<file path="config.mk">
export PLATFORM = sky130hd
export DESIGN_NAME = boxcar_accum
export DESIGN_NICKNAME = d
export VERILOG_FILES = /design/src/rtl/boxcar_pkg.sv /design/src/rtl/boxcar_accum.sv
export SDC_FILE = /design/constraint.sdc
export NUM_CORES = 1
export LEC_CHECK = 0
export BUFFER_PORTS_ARGS = -buffer_cell sky130_fd_sc_hd__buf_2
export CORE_UTILIZATION = 45
export CTS_CLUSTER_DIAMETER = 200
export DETAILED_ROUTE_END_ITERATION = 16
export GPL_ROUTABILITY_DRIVEN = 0
export GPL_TIMING_DRIVEN = 0
export PLACE_DENSITY = 0.69
export SYNTH_ARGS = -nofsm -noshare
export SYNTH_HDL_FRONTEND = slang
export SYNTH_SLANG_ARGS = --single-unit
</file>
<file path="constraint.sdc">
create_clock -name CLK -period 3 [get_ports CLK]
set_input_delay 0.15 -clock CLK [delete_from_list [all_inputs] [get_ports CLK]]
set_output_delay 0.15 -clock CLK [all_outputs]
set_load 0.05 [all_outputs]
</file>
<file path="src/rtl/boxcar_pkg.sv">
// Shared types and helpers for the boxcar running-sum accumulator.
package boxcar_pkg;

  // Window fill state: FILL until SIZE real samples have entered, then RUN.
  typedef enum logic {
    FILL = 1'b0,
    RUN  = 1'b1
  } state_e;

  // Accumulator width needed to hold SIZE samples of WIDTH bits without wrap.
  function automatic int sumw_f(input int width, input int size);
    return width + $clog2(size);
  endfunction

endpackage : boxcar_pkg

</file>
<file path="src/rtl/boxcar_accum.sv">
// Boxcar (moving-window) accumulator fed by an external SIZE-deep shift
// register: sample_in enters the window, sample_old leaves it.
// Optional build macro BOXCAR_ROUND_EN: round-to-nearest average with
// saturation instead of plain truncation.
module boxcar_accum
  import boxcar_pkg::*;
#(
  parameter int SIZE  = 8,
  parameter int WIDTH = 8,
  localparam int SUMW = sumw_f(WIDTH, SIZE)
) (
  input  logic             CLK,
  input  logic             reset,
  input  logic             CLK_en,
  input  logic             flush,
  input  logic [WIDTH-1:0] sample_in,
  input  logic [WIDTH-1:0] sample_old,
  output logic [SUMW-1:0]  sum_out,
  output logic [WIDTH-1:0] avg_out,
  output logic             valid
);

  localparam int SHIFT = $clog2(SIZE);
  localparam logic [SHIFT-1:0] CNT_MAX  = SHIFT'(SIZE - 1);
  localparam logic [SHIFT-1:0] CNT_ONE  = SHIFT'(1);
  localparam logic [SHIFT-1:0] CNT_ZERO = SHIFT'(0);
  localparam logic [SUMW-1:0]  SUM_ZERO = SUMW'(0);
  localparam logic [SUMW:0]    HALF     = (SUMW + 1)'(SIZE / 2);

  state_e           state_q, state_d;
  logic [SHIFT-1:0] fill_cnt_q, fill_cnt_d;
  logic [SUMW-1:0]  sum_q, sum_d;
  logic [WIDTH-1:0] avg_q, avg_d;
  logic             valid_q, valid_d;

  logic [SUMW-1:0]  in_ext_s;
  logic [SUMW-1:0]  old_ext_s;

  assign in_ext_s  = {{SHIFT{1'b0}}, sample_in};
  assign old_ext_s = {{SHIFT{1'b0}}, sample_old};

  // Divide the window sum by SIZE; rounding build adds SIZE/2 one bit wider
  // and clamps to the sample range.
  function automatic logic [WIDTH-1:0] avg_f(input logic [SUMW-1:0] s);
`ifdef BOXCAR_ROUND_EN
    logic [SUMW:0] sh;
    sh = ({1'b0, s} + HALF) >> SHIFT;
    if (|sh[SUMW:WIDTH]) begin
      return {WIDTH{1'b1}};
    end else begin
      return sh[WIDTH-1:0];
    end
`else
    return WIDTH'(s >> SHIFT);
`endif
  endfunction

  // Next-state logic: flush beats the enable; FILL ignores the stale sample_old.
  always_comb begin
    state_d    = state_q;
    fill_cnt_d = fill_cnt_q;
    sum_d      = sum_q;
    avg_d      = avg_q;
    valid_d    = valid_q;
    if (flush) begin
      state_d    = FILL;
      fill_cnt_d = CNT_ZERO;
      sum_d      = SUM_ZERO;
      avg_d      = {WIDTH{1'b0}};
      valid_d    = 1'b0;
    end else if (CLK_en) begin
      case (state_q)
        FILL: begin
          sum_d = sum_q + in_ext_s;
          if (fill_cnt_q == CNT_MAX) begin
            state_d    = RUN;
            fill_cnt_d = CNT_ZERO;
            valid_d    = 1'b1;
          end else begin
            fill_cnt_d = fill_cnt_q + CNT_ONE;
            valid_d    = 1'b0;
          end
        end
        RUN: begin
          sum_d   = sum_q + in_ext_s - old_ext_s;
          valid_d = 1'b1;
        end
        default: begin
          state_d    = FILL;
          fill_cnt_d = CNT_ZERO;
          sum_d      = SUM_ZERO;
          valid_d    = 1'b0;
        end
      endcase
      avg_d = avg_f(sum_d);
    end else begin
      state_d = state_q;
    end
  end

  // State and output registers with synchronous active-low reset.
  always_ff @(posedge CLK) begin
    if (!reset) begin
      state_q    <= FILL;
      fill_cnt_q <= CNT_ZERO;
      sum_q      <= SUM_ZERO;
      avg_q      <= {WIDTH{1'b0}};
      valid_q    <= 1'b0;
    end else begin
      state_q    <= state_d;
      fill_cnt_q <= fill_cnt_d;
      sum_q      <= sum_d;
      avg_q      <= avg_d;
      valid_q    <= valid_d;
    end
  end

  assign sum_out = sum_q;
  assign avg_out = avg_q;
  assign valid   = valid_q;

endmodule : boxcar_accum

</file>
# Yosys cells after proc, flatten, opt, wreduce, memory -nomap -nowiden
# Cells that the tools add are included.
classes:
  reduce_logical: 2
  addsub: 3
  muxes: 5
  eq_ne: 1
  bitwise: 2
ops:
  columns: ["op", "n"]
  rows:
  - ["one-hot mux 11 bit (2 select lines)", 1]
  - ["adder 11 x 8 -> 11 bit", 1]
  - ["subtractor 11 x 8 -> 11 bit", 1]
  - ["adder 3 x 1 -> 3 bit, second input constant", 1]
  - ["== test 3 bit, second input constant", 1]
  - ["2-to-1 mux 3 bit", 1]
  - ["2-to-1 mux 1 bit", 2]
  - ["NOT 1 bit", 2]
  - ["one-hot mux 1 bit (2 select lines)", 1]
  - ["AND reduction 2 bit", 1]
  - ["OR reduction 2 bit", 1]
totals:
  output_inout_bits: 20
  inputBits: 20
  wordCells: 18
  register_bits: 24

# Longest topological paths before layout
# Gate-level depths: netlist of the first run.
depth:
  ltp_word: 3
  depth_mapped: 16
  mapped_depth_nobuf: 16

# Least setup slack after synthesis of the first run
# Ideal clock, no wire load.
synth_path:
  path_kind: "flip-flop to flip-flop"
  from: "register sum_q[0], in the netlist sum_out[0]"
  to: "register sum_q[10], in the netlist sum_out[10]"
  t_arrival_ns: 3.547
  path_buffers: 0
  t_required_ns: 2.929
  setup_time_ns: 0.071
  path_stages_with_launch: 16
  synth_period_minus_slack_ns: 3.617
  setup_slack_ns: -0.617
  path_cell_list: "dfxtp_1 -> ha_1 -> inv_1 -> fa_1 -> nor2b_1 -> o21a_1 -> nor2_1 -> xnor2_1 -> ha_1 -> a21oi_2 -> o22ai_1 -> o41a_1 -> a2111oi_2 -> a31oi_1 -> or3_1 -> a21oi_1"
synth_between:
  elab_chain_len: 3
synth_lines:
  columns: ["item", "line_no", "text"]
  rows:
  - ["start: declaration", "boxcar_accum.sv:32", "logic [SUMW-1:0] sum_q, sum_d;"]
  - ["start signal: assignment", "boxcar_accum.sv:112", "sum_q <= sum_d;"]
  - ["adder 11 x 8 -> 11 bit (*)", "boxcar_accum.sv:74, boxcar_accum.sv:85", null]
  - ["subtractor 11 x 8 -> 11 bit", "boxcar_accum.sv:85", "sum_d = sum_q + in_ext_s - old_ext_s;"]
  - ["one-hot mux 11 bit (2 select lines) (*)", "boxcar_accum.sv:72", "case (state_q)"]
# Every way passes the cells marked *; elsewhere a longest branch is shown, timed or not.
# A chain may end at the register's enable or synchronous reset.

# Final worst setup path of the first run
# Same ends and word-level chain as after synthesis.

==> results.json, run 1 <==
{
  "status": "finished, violations left",
  "violations": "negative setup slack",
  "clk_latency_ns": 0.30,
  "clock-sinks": 15,
  "seqPwrFrac_pct": 30.9,
  "power_frac_comb_pct": 50.5,
  "grt_overflow": 0,
  "final_common_cell": "buf_2",
  "setup_ws_ns": -0.1655,
  "ys_seq_area_share_pct": 19.67,
  "core_mm2": 0.003128,
  "synth_nets": 237,
  "dp.cells": 277,
  "fmax_mhz": 315.9,
  "min_to": "sum_out[6]",
  "syn_avg_cell_area_um2": 7.828,
  "timing.final.crit_share_pct": 105.5,
  "r2r-start": "sum_out[0]",
  "grt_max_degree": 11,
  "synthCells": 195,
  "p_int_w": 0.0004085,
  "ys_ff_latch": 15,
  "required_ns": 3.23,
  "critPathLaunchType": "register",
  "antenna_found_initial": 0,
  "hp-start": "flush",
  "ioPinCount": 40,
  "drv_slew": 0,
  "nNetsFinal": 291,
  "hp-class": "in -> reg",
  "final_cells": 292,
  "start_util_pct": 48.80,
  "cts_tree": "built",
  "grt_pass1_vias": 1365,
  "cp_data_arrival_time_ns": 3.40,
  "critPathTopFamily": "compound AO/OA/AOI/OAI gates",
  "placed_cell_area_mm2": 0.001804,
  "cts_root_buffer": "clkbuf_4",
  "place.detailed.hpwl_um": 2647,
  "critPathMaxFanout": 2,
  "r2r_cells": 16,
  "grt_pass1_wl_um": 5789,
  "holdBufCountCts": 0,
  "slew_headroom_pct": 63.45,
  "tightest_slew_ns": 0.5483,
  "critPathCaptureType": "register",
  "slowest_stage": "o41a_1",
  "row_count": 20,
  "worst_clock_skew_ns": 0.005213,
  "ir_worst_vdd_uv": 193.3,
  "drc": 0,
  "leakagePower_nw": 0.9783,
  "yosysWarnings": 0,
  "cts_max_level": 1,
  "synth_cell_type_count": 38,
  "routed_wl_um": 3551,
  "detail_route.wl_per_cell_um": 12.16,
  "cp_common_cell": "a21oi_1",
  "chipWidth_um": 60.24,
  "die_area_mm2": 0.003629,
  "fin_area_mm2": 0.002018,
  "cp_slowest_stage_delay_ns": 0.42,
  "fin_crit_ns": 3.166,
  "syn2layout_area_growth_pct": 32.21,
  "viasPerCell": 5.092,
  "numCtsBuffers": 3,
  "io_buffers": 38,
  "p_sw_w": 0.0002759,
  "cts.clk_slew.worst_paths_ns": 0.11,
  "switching_share_pct": 40.31,
  "worstPathCellList": "ha_4 > buf_4 > a21o_1 > a21oi_2 > nor2b_1 > o21ai_1 > a21oi_1 > xnor2_1 > inv_1 > ha_1 > nand2b_1 > o41a_1 > a2111oi_2 > a31oi_1 > or3_1 > a21oi_1",
  "ys_dominant_reg_cell": "dfxtp_1",
  "dp_slack_ns": -0.2735,
  "layout_common_cells": "buf_2, nor2_1, ha_1, buf_4, inv_1",
  "drv_cap": 0,
  "hold_viol_final": 0,
  "criticalPathCategory": "reg -> reg",
  "netlist_area_mm2": 0.001526,
  "drt_first_pass_iters": 4,
  "cp_num_buf_inv": 2,
  "holdPathStages": 4,
  "synth_edf_count": 0,
  "vias": 1487,
  "drive_gt1_share_pct": 35.89,
  "grt_usage_pct": 21.41,
  "rsz0062_at_grt": "true",
  "die_h_um": 60.24,
  "clkPwrFrac_pct": 18.6,
  "diodes": 0,
  "async_flop_share_pct": 0,
  "first_iter_violations": 38,
  "r2r_end": "sum_out[10]",
  "postRouteAntennaNets": 0,
  "powerDensity_mw_per_mm2": 339.1,
  "r2r_setup_slack_ns": -0.17,
  "setup_viol": 1,
  "cts.path.max_buffers": 2
}
## flip-flops by register name, indices dropped and copies added (netlist names)
signal      cells
state_q         1
sum_out        11
fill_cnt_q      3
## cells in the mapped netlist (2+ instances only)
master / instances / area [um2]
o21ai_0: 14 / 70.07
a21o_1: 4 / 30.03
clkbuf_1: 4 / 15.01
mux2i_1: 9 / 90.09
xnor2_1: 8 / 70.07
o21a_1: 4 / 30.03
a211oi_1: 5 / 37.54
a21oi_1: 13 / 65.06
nand2_1: 9 / 33.78
o31ai_1: 3 / 22.52
nand3_1: 6 / 30.03
buf_4: 8 / 60.06
fa_1: 2 / 40.04
a31oi_1: 2 / 12.51
inv_1: 16 / 60.06
o211ai_1: 2 / 15.01
nor2b_1: 5 / 31.28
a21oi_2: 2 / 17.52
nand2b_1: 5 / 31.28
ha_1: 20 / 250.2
dfxtp_1: 15 / 300.3
nor3_1: 2 / 10.01
nor2_1: 22 / 82.58
## per-stage QoR
| stage | hold slack [ns] | util [%] | total power, W | setup TNS [ns] |
|---|---|---|---|---|
| final | 0.2030 | 64.52 | 0.0006844 | -0.1655 |
| after global routing | 0.2493 | 64.52 | 0.0007292 | -0.7894 |
| after CTS | 0.2104 | 60.48 | 0.0006367 | -0.3421 |
| after detailed placement | 0.4719 | 57.68 | 0.0004922 | -0.7311 |
| after global placement | 0.4643 | 57.68 | 0.0004898 | -0.6885 |
| after floorplan | 0.3545 | - | 0.0004345 | -0.1045 |
## worst max path at each step
stage                          start          end  slack (ns)  cells past startpoint
after global routing      sum_out[0]  sum_out[10]       -0.38                     17
after floorplan           sum_out[0]  sum_out[10]       -0.10                     15
after global placement    sum_out[1]  sum_out[10]       -0.29                     15
after CTS                 sum_out[0]  sum_out[10]       -0.23                     13
after detailed placement  sum_out[1]  sum_out[10]       -0.27                     15
final                     sum_out[0]  sum_out[10]       -0.17                     16
## power groups by stage
stage / Clock, W / Combinational (W) / Sequential [W]
after detailed placement: 0 / 0.000276 / 0.000216
after CTS: 0.000131 / 0.000295 / 0.000211
after global placement: 0 / 0.000274 / 0.000216
after floorplan: 0 / 0.000202 / 0.000233
after global routing: 0.000137 / 0.000380 / 0.000212
final: 0.000127 / 0.000346 / 0.000211
## worst min-delay path: stages
cell	delay, ns
buf_2	0.08
nor2b_1	0.10
o21ai_0	0.09
a21oi_1	0.04
## cell type report
cell class / count / area [um2]
sequential: 15 / 311.5
buffer: 13 / 78.83
clock buffer: 3 / 22.52
tap: 44 / 55.05
inverter: 16 / 60.06
clock inverter: 1 / 7.507
fill: 293 / 1110
multi-input combinational: 151 / 1206
timing repair buffer: 49 / 276.5
## metal layers
layer,track usage [%],vias up,wire length (um)
met5,0,-,0
met4,6.312,0,71
met3,4.113,9,105
met2,36.42,26,1697
met1,27.06,666,1676
li1,-,786,-
## repair_timing
| action | CTS | global route |
|---|---|---|
| endpoints found under the setup margin | 4 | 4 |
| buffers inserted | 5 | 7 |
| pin swaps | 7 | 9 |
| gates resized for setup | 8 | 16 |
## cell families (layout without fill, tap and decap cells)
kind of cell | after synthesis | in the layout | share of synthesized area (%)
simple gates | 56 | 56 | 17.62
xor+xnor | 9 | 9 | 5.164
mux | 9 | 9 | 5.902
flops | 15 | 15 | 19.67
fa+ha+maj | 22 | 22 | 19.02
buf+inv | 29 | 82 | 9.098
compound gates | 55 | 55 | 23.52
(Power assumes the default switching activity.)
==> run 2: changes to the inputs <==
PLACE_DENSITY = 0.67   (was 0.69)
clock period = 3.99 ns   (was 3 ns; I/O delays follow)
==> results.json, run 2 (synthesized netlist as in run 1, its figures left out) <==
{
  "grt_pass1_wl_um": 5533,
  "row_count": 20,
  "hold_viol_final": 0,
  "syn2layout_area_growth_pct": 18.03,
  "cp_slowest_stage_delay_ns": 0.43,
  "drt_first_pass_iters": 4,
  "p_int_w": 0.0002773,
  "leakagePower_nw": 0.9008,
  "worstPathCellList": "ha_1 > inv_1 > fa_1 > nor2b_1 > o21a_1 > nor2_1 > xnor2_1 > ha_1 > a21oi_2 > o22ai_1 > o41a_1 > a2111oi_2 > a31oi_1 > or3_1 > a21oi_1",
  "ioPinCount": 40,
  "start_util_pct": 48.80,
  "place.detailed.hpwl_um": 2715,
  "seqPwrFrac_pct": 34.5,
  "numCtsBuffers": 3,
  "clk_latency_ns": 0.29,
  "viasPerCell": 5.046,
  "postRouteAntennaNets": 0,
  "detail_route.wl_per_cell_um": 12.08,
  "switching_share_pct": 39.87,
  "p_sw_w": 0.0001839,
  "core_mm2": 0.003128,
  "critPathLaunchType": "register",
  "routed_wl_um": 3394,
  "critPathLaunch": "sum_out[0]",
  "nNetsFinal": 280,
  "fin_crit_ns": 3.617,
  "grt_usage_pct": 20.75,
  "multiInputGateArea_mm2": 0.001087,
  "drv_cap": 0,
  "grt_pass1_vias": 1259,
  "placed_cell_area_mm2": 0.001772,
  "grt_max_degree": 11,
  "diodes": 0,
  "hp-class": "in -> reg",
  "holdBufCountCts": 0,
  "cts_tree": "built",
  "cp_data_arrival_time_ns": 3.85,
  "clkPwrFrac_pct": 20.9,
  "cts.path.max_buffers": 2,
  "num-fill-cells": 315,
  "setup_viol": 0,
  "cp_common_cell": "ha_1",
  "drv_slew": 0,
  "power_w": 0.0004611,
  "largest_reg_flops": 11,
  "die_area_mm2": 0.003629,
  "cts_max_level": 1,
  "tightest_slew_ns": 0.6363,
  "powerDensity_mw_per_mm2": 255.9,
  "ir_worst_vdd_uv": 172.7,
  "cts-resized-gates": 0,
  "layout_common_cells": "buf_2, nor2_1, ha_1",
  "critPathMaxFanout": 5,
  "worst_clock_skew_ns": 0.001292,
  "first_iter_violations": 47,
  "final_common_cell": "buf_2",
  "rsz0062_at_grt": "false",
  "r2r-start": "sum_out[0]",
  "clock-sinks": 15,
  "io_buffers": 38,
  "cts_root_buffer": "clkbuf_4",
  "criticalPathCategory": "reg -> reg",
  "cts.clk_slew.worst_paths_ns": 0.10,
  "final_cells": 281,
  "slew_headroom_pct": 57.02,
  "chipWidth_um": 60.24,
  "status": "finished, final reports clean",
  "fmax_mhz": 276.5,
  "fin_area_mm2": 0.001802,
  "vias": 1418,
  "critPathCaptureType": "register",
  "drive_gt1_share_pct": 23.63,
  "slowest_stage": "o41a_1",
  "power_frac_comb_pct": 44.6,
  "hp-start": "flush",
  "fin_tns_setup_ns": 0,
  "required_ns": 4.22,
  "regArea_um2": 300.3,
  "grt_overflow": 0,
  "r2r_setup_slack_ns": 0.37,
  "antenna_found_initial": 0,
  "drc": 0,
  "dp.cells": 277,
  "postCtsSetupRepairBufs": 0,
  "die_h_um": 60.24,
  "timing.final.crit_share_pct": 90.66
}
## run 2: final cells by class
cell class	instances	share of cell area (%)
Multi-Input combinational cell	151	60.35
Sequential cell	15	16.67
Timing Repair Buffer	38	10.56
Buffer	13	4.375
Inverter	16	3.333
Tap cell	44	3.056
Clock buffer	3	1.250
Clock inverter	1	0.4167
## run 2: path summary, 6_finish.rpt
path                      end  cells after the start
setup / recovery  sum_out[10]                     15
hold / removal     sum_out[5]                      4
setup reg to reg  sum_out[10]                     15
hold reg to reg    sum_out[2]                      2
## run 2: power by group through the flow
stage	Combinational, W	Sequential (W)	Clock [W]
final	0.000206	0.000159	0.0000963
after global routing	0.000232	0.000160	0.000105
after CTS	0.000206	0.000159	0.000100
after detailed placement	0.000205	0.000163	0
after global placement	0.000204	0.000162	0
after floorplan	0.000149	0.000175	0
## run 2: through the flow
step	hold slack [ns]	util (%)	setup slack, ns
5_1_grt	0.3002	57.60	0.07265
2_1_floorplan	0.4115	-	0.3727
4_1_cts	0.2622	57.60	0.3704
3_3_place_gp	0.4791	56.64	0.4746
3_5_place_dp	0.4850	56.64	0.4208
6_report	0.2601	57.60	0.3728
## run 2: worst max-delay path, delay by kind of cell, from the launching register on
| family | cells | cell delay (ns) |
|---|---|---|
| buf+inv | 1 | 0.06 |
| compound gates | 7 | 1.43 |
| xor+xnor | 1 | 0.20 |
| fa+ha+maj | 3 | 0.93 |
| simple gates | 3 | 0.53 |
| flops | 1 | 0.38 |
## run 2: layer usage
| metal | vias up | track usage, % | wire [um] |
|---|---|---|---|
| met4 | 0 | 5.980 | 35 |
| met1 | 623 | 27.08 | 1692 |
| met5 | - | 0 | 0 |
| met3 | 5 | 4.329 | 128 |
| met2 | 25 | 34.07 | 1539 |
| li1 | 765 | - | - |
==> run 3: changes to the inputs <==
ABC_AREA = 1   (was default)
PLACE_DENSITY = 0.66   (was 0.67)
==> results.json, run 3 <==
{
  "layout_common_cells": "nand2_1, inv_1, buf_2",
  "ys_ff_latch": 15,
  "rsz0062_at_grt": "false",
  "netlist_area_mm2": 0.001598,
  "clock-sinks": 15,
  "numCtsBuffers": 3,
  "p_int_w": 0.0002623,
  "worst_clock_skew_ns": 0.004067,
  "seqPwrFrac_pct": 36.0,
  "cts.path.max_buffers": 2,
  "async_flop_share_pct": 0,
  "cts_max_level": 1,
  "slew_headroom_pct": 67.56,
  "synth_cell_type_count": 30,
  "synth_edf_count": 0,
  "detail_route.wl_per_cell_um": 10.63,
  "yosysWarnings": 0,
  "switching_share_pct": 41.01,
  "grt_pass1_vias": 1387,
  "die_h_um": 61.59,
  "power_w": 0.0004447,
  "num-fill-cells": 391,
  "tightest_slew_ns": 0.4866,
  "p_sw_w": 0.0001824,
  "grt_max_degree": 11,
  "fmax_mhz": 320.6,
  "drive_gt1_share_pct": 18.84,
  "chipWidth_um": 61.59,
  "drv_slew": 0,
  "cts_tree": "built",
  "hold_viol_final": 0,
  "status": "finished, final reports clean",
  "powerDensity_mw_per_mm2": 237.4,
  "critPathLaunchType": "register",
  "critPathMaxFanout": 5,
  "core_mm2": 0.003363,
  "grt_pass1_wl_um": 5892,
  "cts_root_buffer": "clkbuf_4",
  "start_util_pct": 47.51,
  "viasPerCell": 4.698,
  "postCtsSetupRepairBufs": 0,
  "syn_avg_cell_area_um2": 6.391,
  "io_buffers": 38,
  "final_common_cell": "nand2_1",
  "die_area_mm2": 0.003793,
  "syn2layout_area_growth_pct": 17.23,
  "dp.cells": 334,
  "ir_worst_vdd_uv": 171.8,
  "place.detailed.hpwl_um": 2975,
  "multiInputGateArea_mm2": 0.001026,
  "grt_usage_pct": 21.40,
  "synth_top_family_by_area": "simple AND/OR/NAND/NOR gates",
  "grt_overflow": 0,
  "fin_tns_setup_ns": 0,
  "critPathCaptureType": "register",
  "synth_nets": 292,
  "ys_seq_area_share_pct": 18.79,
  "criticalPathCategory": "reg -> reg",
  "synthCells": 250,
  "whs_ns": 0.2626,
  "setup_viol": 0,
  "hp-class": "in -> reg",
  "synth-compound-area-share_pct": 15.51,
  "postRouteAntennaNets": 0,
  "synth_fa_ha_area_share_pct": 18.17,
  "drv_cap": 0,
  "synth_top_area_share_pct": 18.79,
  "fin_crit_ns": 3.119,
  "row_count": 21,
  "clk_latency_ns": 0.29,
  "first_iter_violations": 53,
  "synth_area_leaders": "dfxtp_1, ha_1, nand2_1, inv_1, a21oi_1",
  "required_ns": 4.23,
  "timing.final.crit_share_pct": 78.18,
  "diodes": 0,
  "leakagePower_nw": 1.167,
  "routed_wl_um": 3593,
  "nNetsFinal": 335,
  "power_frac_comb_pct": 43.6,
  "cts-resized-gates": 0,
  "largest_reg_flops": 11,
  "holdBufCountCts": 0,
  "cp_data_arrival_time_ns": 3.36,
  "cts.clk_slew.worst_paths_ns": 0.10,
  "yosys.area_share.simple_pct": 26.70,
  "clkPwrFrac_pct": 20.4,
  "synth_common_cells": "nand2_1, inv_1, ha_1",
  "ioPinCount": 40,
  "synthMuxAreaShare_pct": 0,
  "yosys.area.top_type": "dfxtp_1",
  "synth-xor-area-share_pct": 3.837,
  "antenna_found_initial": 0,
  "vias": 1588,
  "synth_most_common_cell": "nand2_1",
  "regArea_um2": 300.3,
  "ys_dominant_reg_cell": "dfxtp_1",
  "drc": 0,
  "final_cells": 338,
  "drt_first_pass_iters": 4
}
[run 3: cell count changes after synthesis, moves of 4 or more]
cell,previous run,this run
nand2_1,9,62
inv_1,16,53
mux2i_1,9,0
nand3_1,6,15
a211oi_1,5,0
nand2b_1,5,0
nor2_1,22,17
nor2b_1,5,0
o21ai_0,14,9
xnor2_1,8,3
o21a_1,4,0
[run 3: cells by family (layout without fill, tap and decap cells)]
logic type               Yosys count  in the layout
buffers and inverters             64            106
XOR/XNOR                           7              7
flip-flops                        15             15
AO/OA/AOI/OAI                     40             40
adder cells (fa/ha/maj)           22             22
AND/OR/NAND/NOR                  102            102
[run 3: final cells by class]
| type | count | share of cell area [%] |
|---|---|---|
| multi-input cells | 171 | 54.78 |
| flip-flops and latches | 15 | 16.03 |
| inverters | 53 | 10.62 |
| repair buffers | 38 | 10.15 |
| plain buffers | 11 | 3.874 |
| well taps | 46 | 3.073 |
| clock buffers | 3 | 1.202 |
| clock inverters | 1 | 0.2672 |
[run 3: power by group through the flow]
stage	Clock [W]	Sequential, W	Combinational [W]
detailed placement	0	0.000164	0.000193
floorplan	0	0.000177	0.000135
finish	0.0000907	0.000160	0.000194
global placement	0	0.000164	0.000191
global route	0.000101	0.000161	0.000222
CTS	0.0000961	0.000160	0.000194
[run 3: metrics by stage]
step                      util, %  setup slack, ns  area, um2
after CTS                   55.69           0.8618       1873
after detailed placement    54.87           0.9045       1846
after global routing        55.69           0.5157       1873
after floorplan                 -           0.8867       1598
final                       55.69           0.8705       1873
after global placement      54.87           0.9351       1846
[run 3: critical path: stages (launching register included)]
cell	delay, ns
dfxtp_1	0.39
ha_1	0.16
inv_1	0.07
fa_1	0.42
inv_1	0.07
nand2_1	0.05
nand2_1	0.09
and2_1	0.16
xor2_1	0.22
inv_1	0.07
ha_1	0.33
nand2_1	0.11
inv_1	0.04
nand2_1	0.05
nand3_1	0.12
nand2_1	0.12
nand2_1	0.09
nor2_4	0.12
nand2_1	0.06
nand2_1	0.07
nand3_1	0.07
nand2_1	0.06
inv_1	0.04
nor2_1	0.08
[run 3: routing by layer]
metal  up-vias  share of wire, %  track usage [%]
li1        871                 -                -
met1       674                49            27.78
met2        39                46            35.94
met3         4               4.0            3.782
met4         0              0.89            6.667
met5         -                 0                0
[run 3: path summary, 6_finish.rpt]
check,startpoint,endpoint,slack [ns],cells after the start
hold / removal,CLK_en,state_q,0.26,3
setup reg to reg,sum_out[0],sum_out[10],0.87,23
hold reg to reg,sum_out[6],sum_out[6],0.52,2
setup / recovery,sum_out[0],sum_out[10],0.87,23
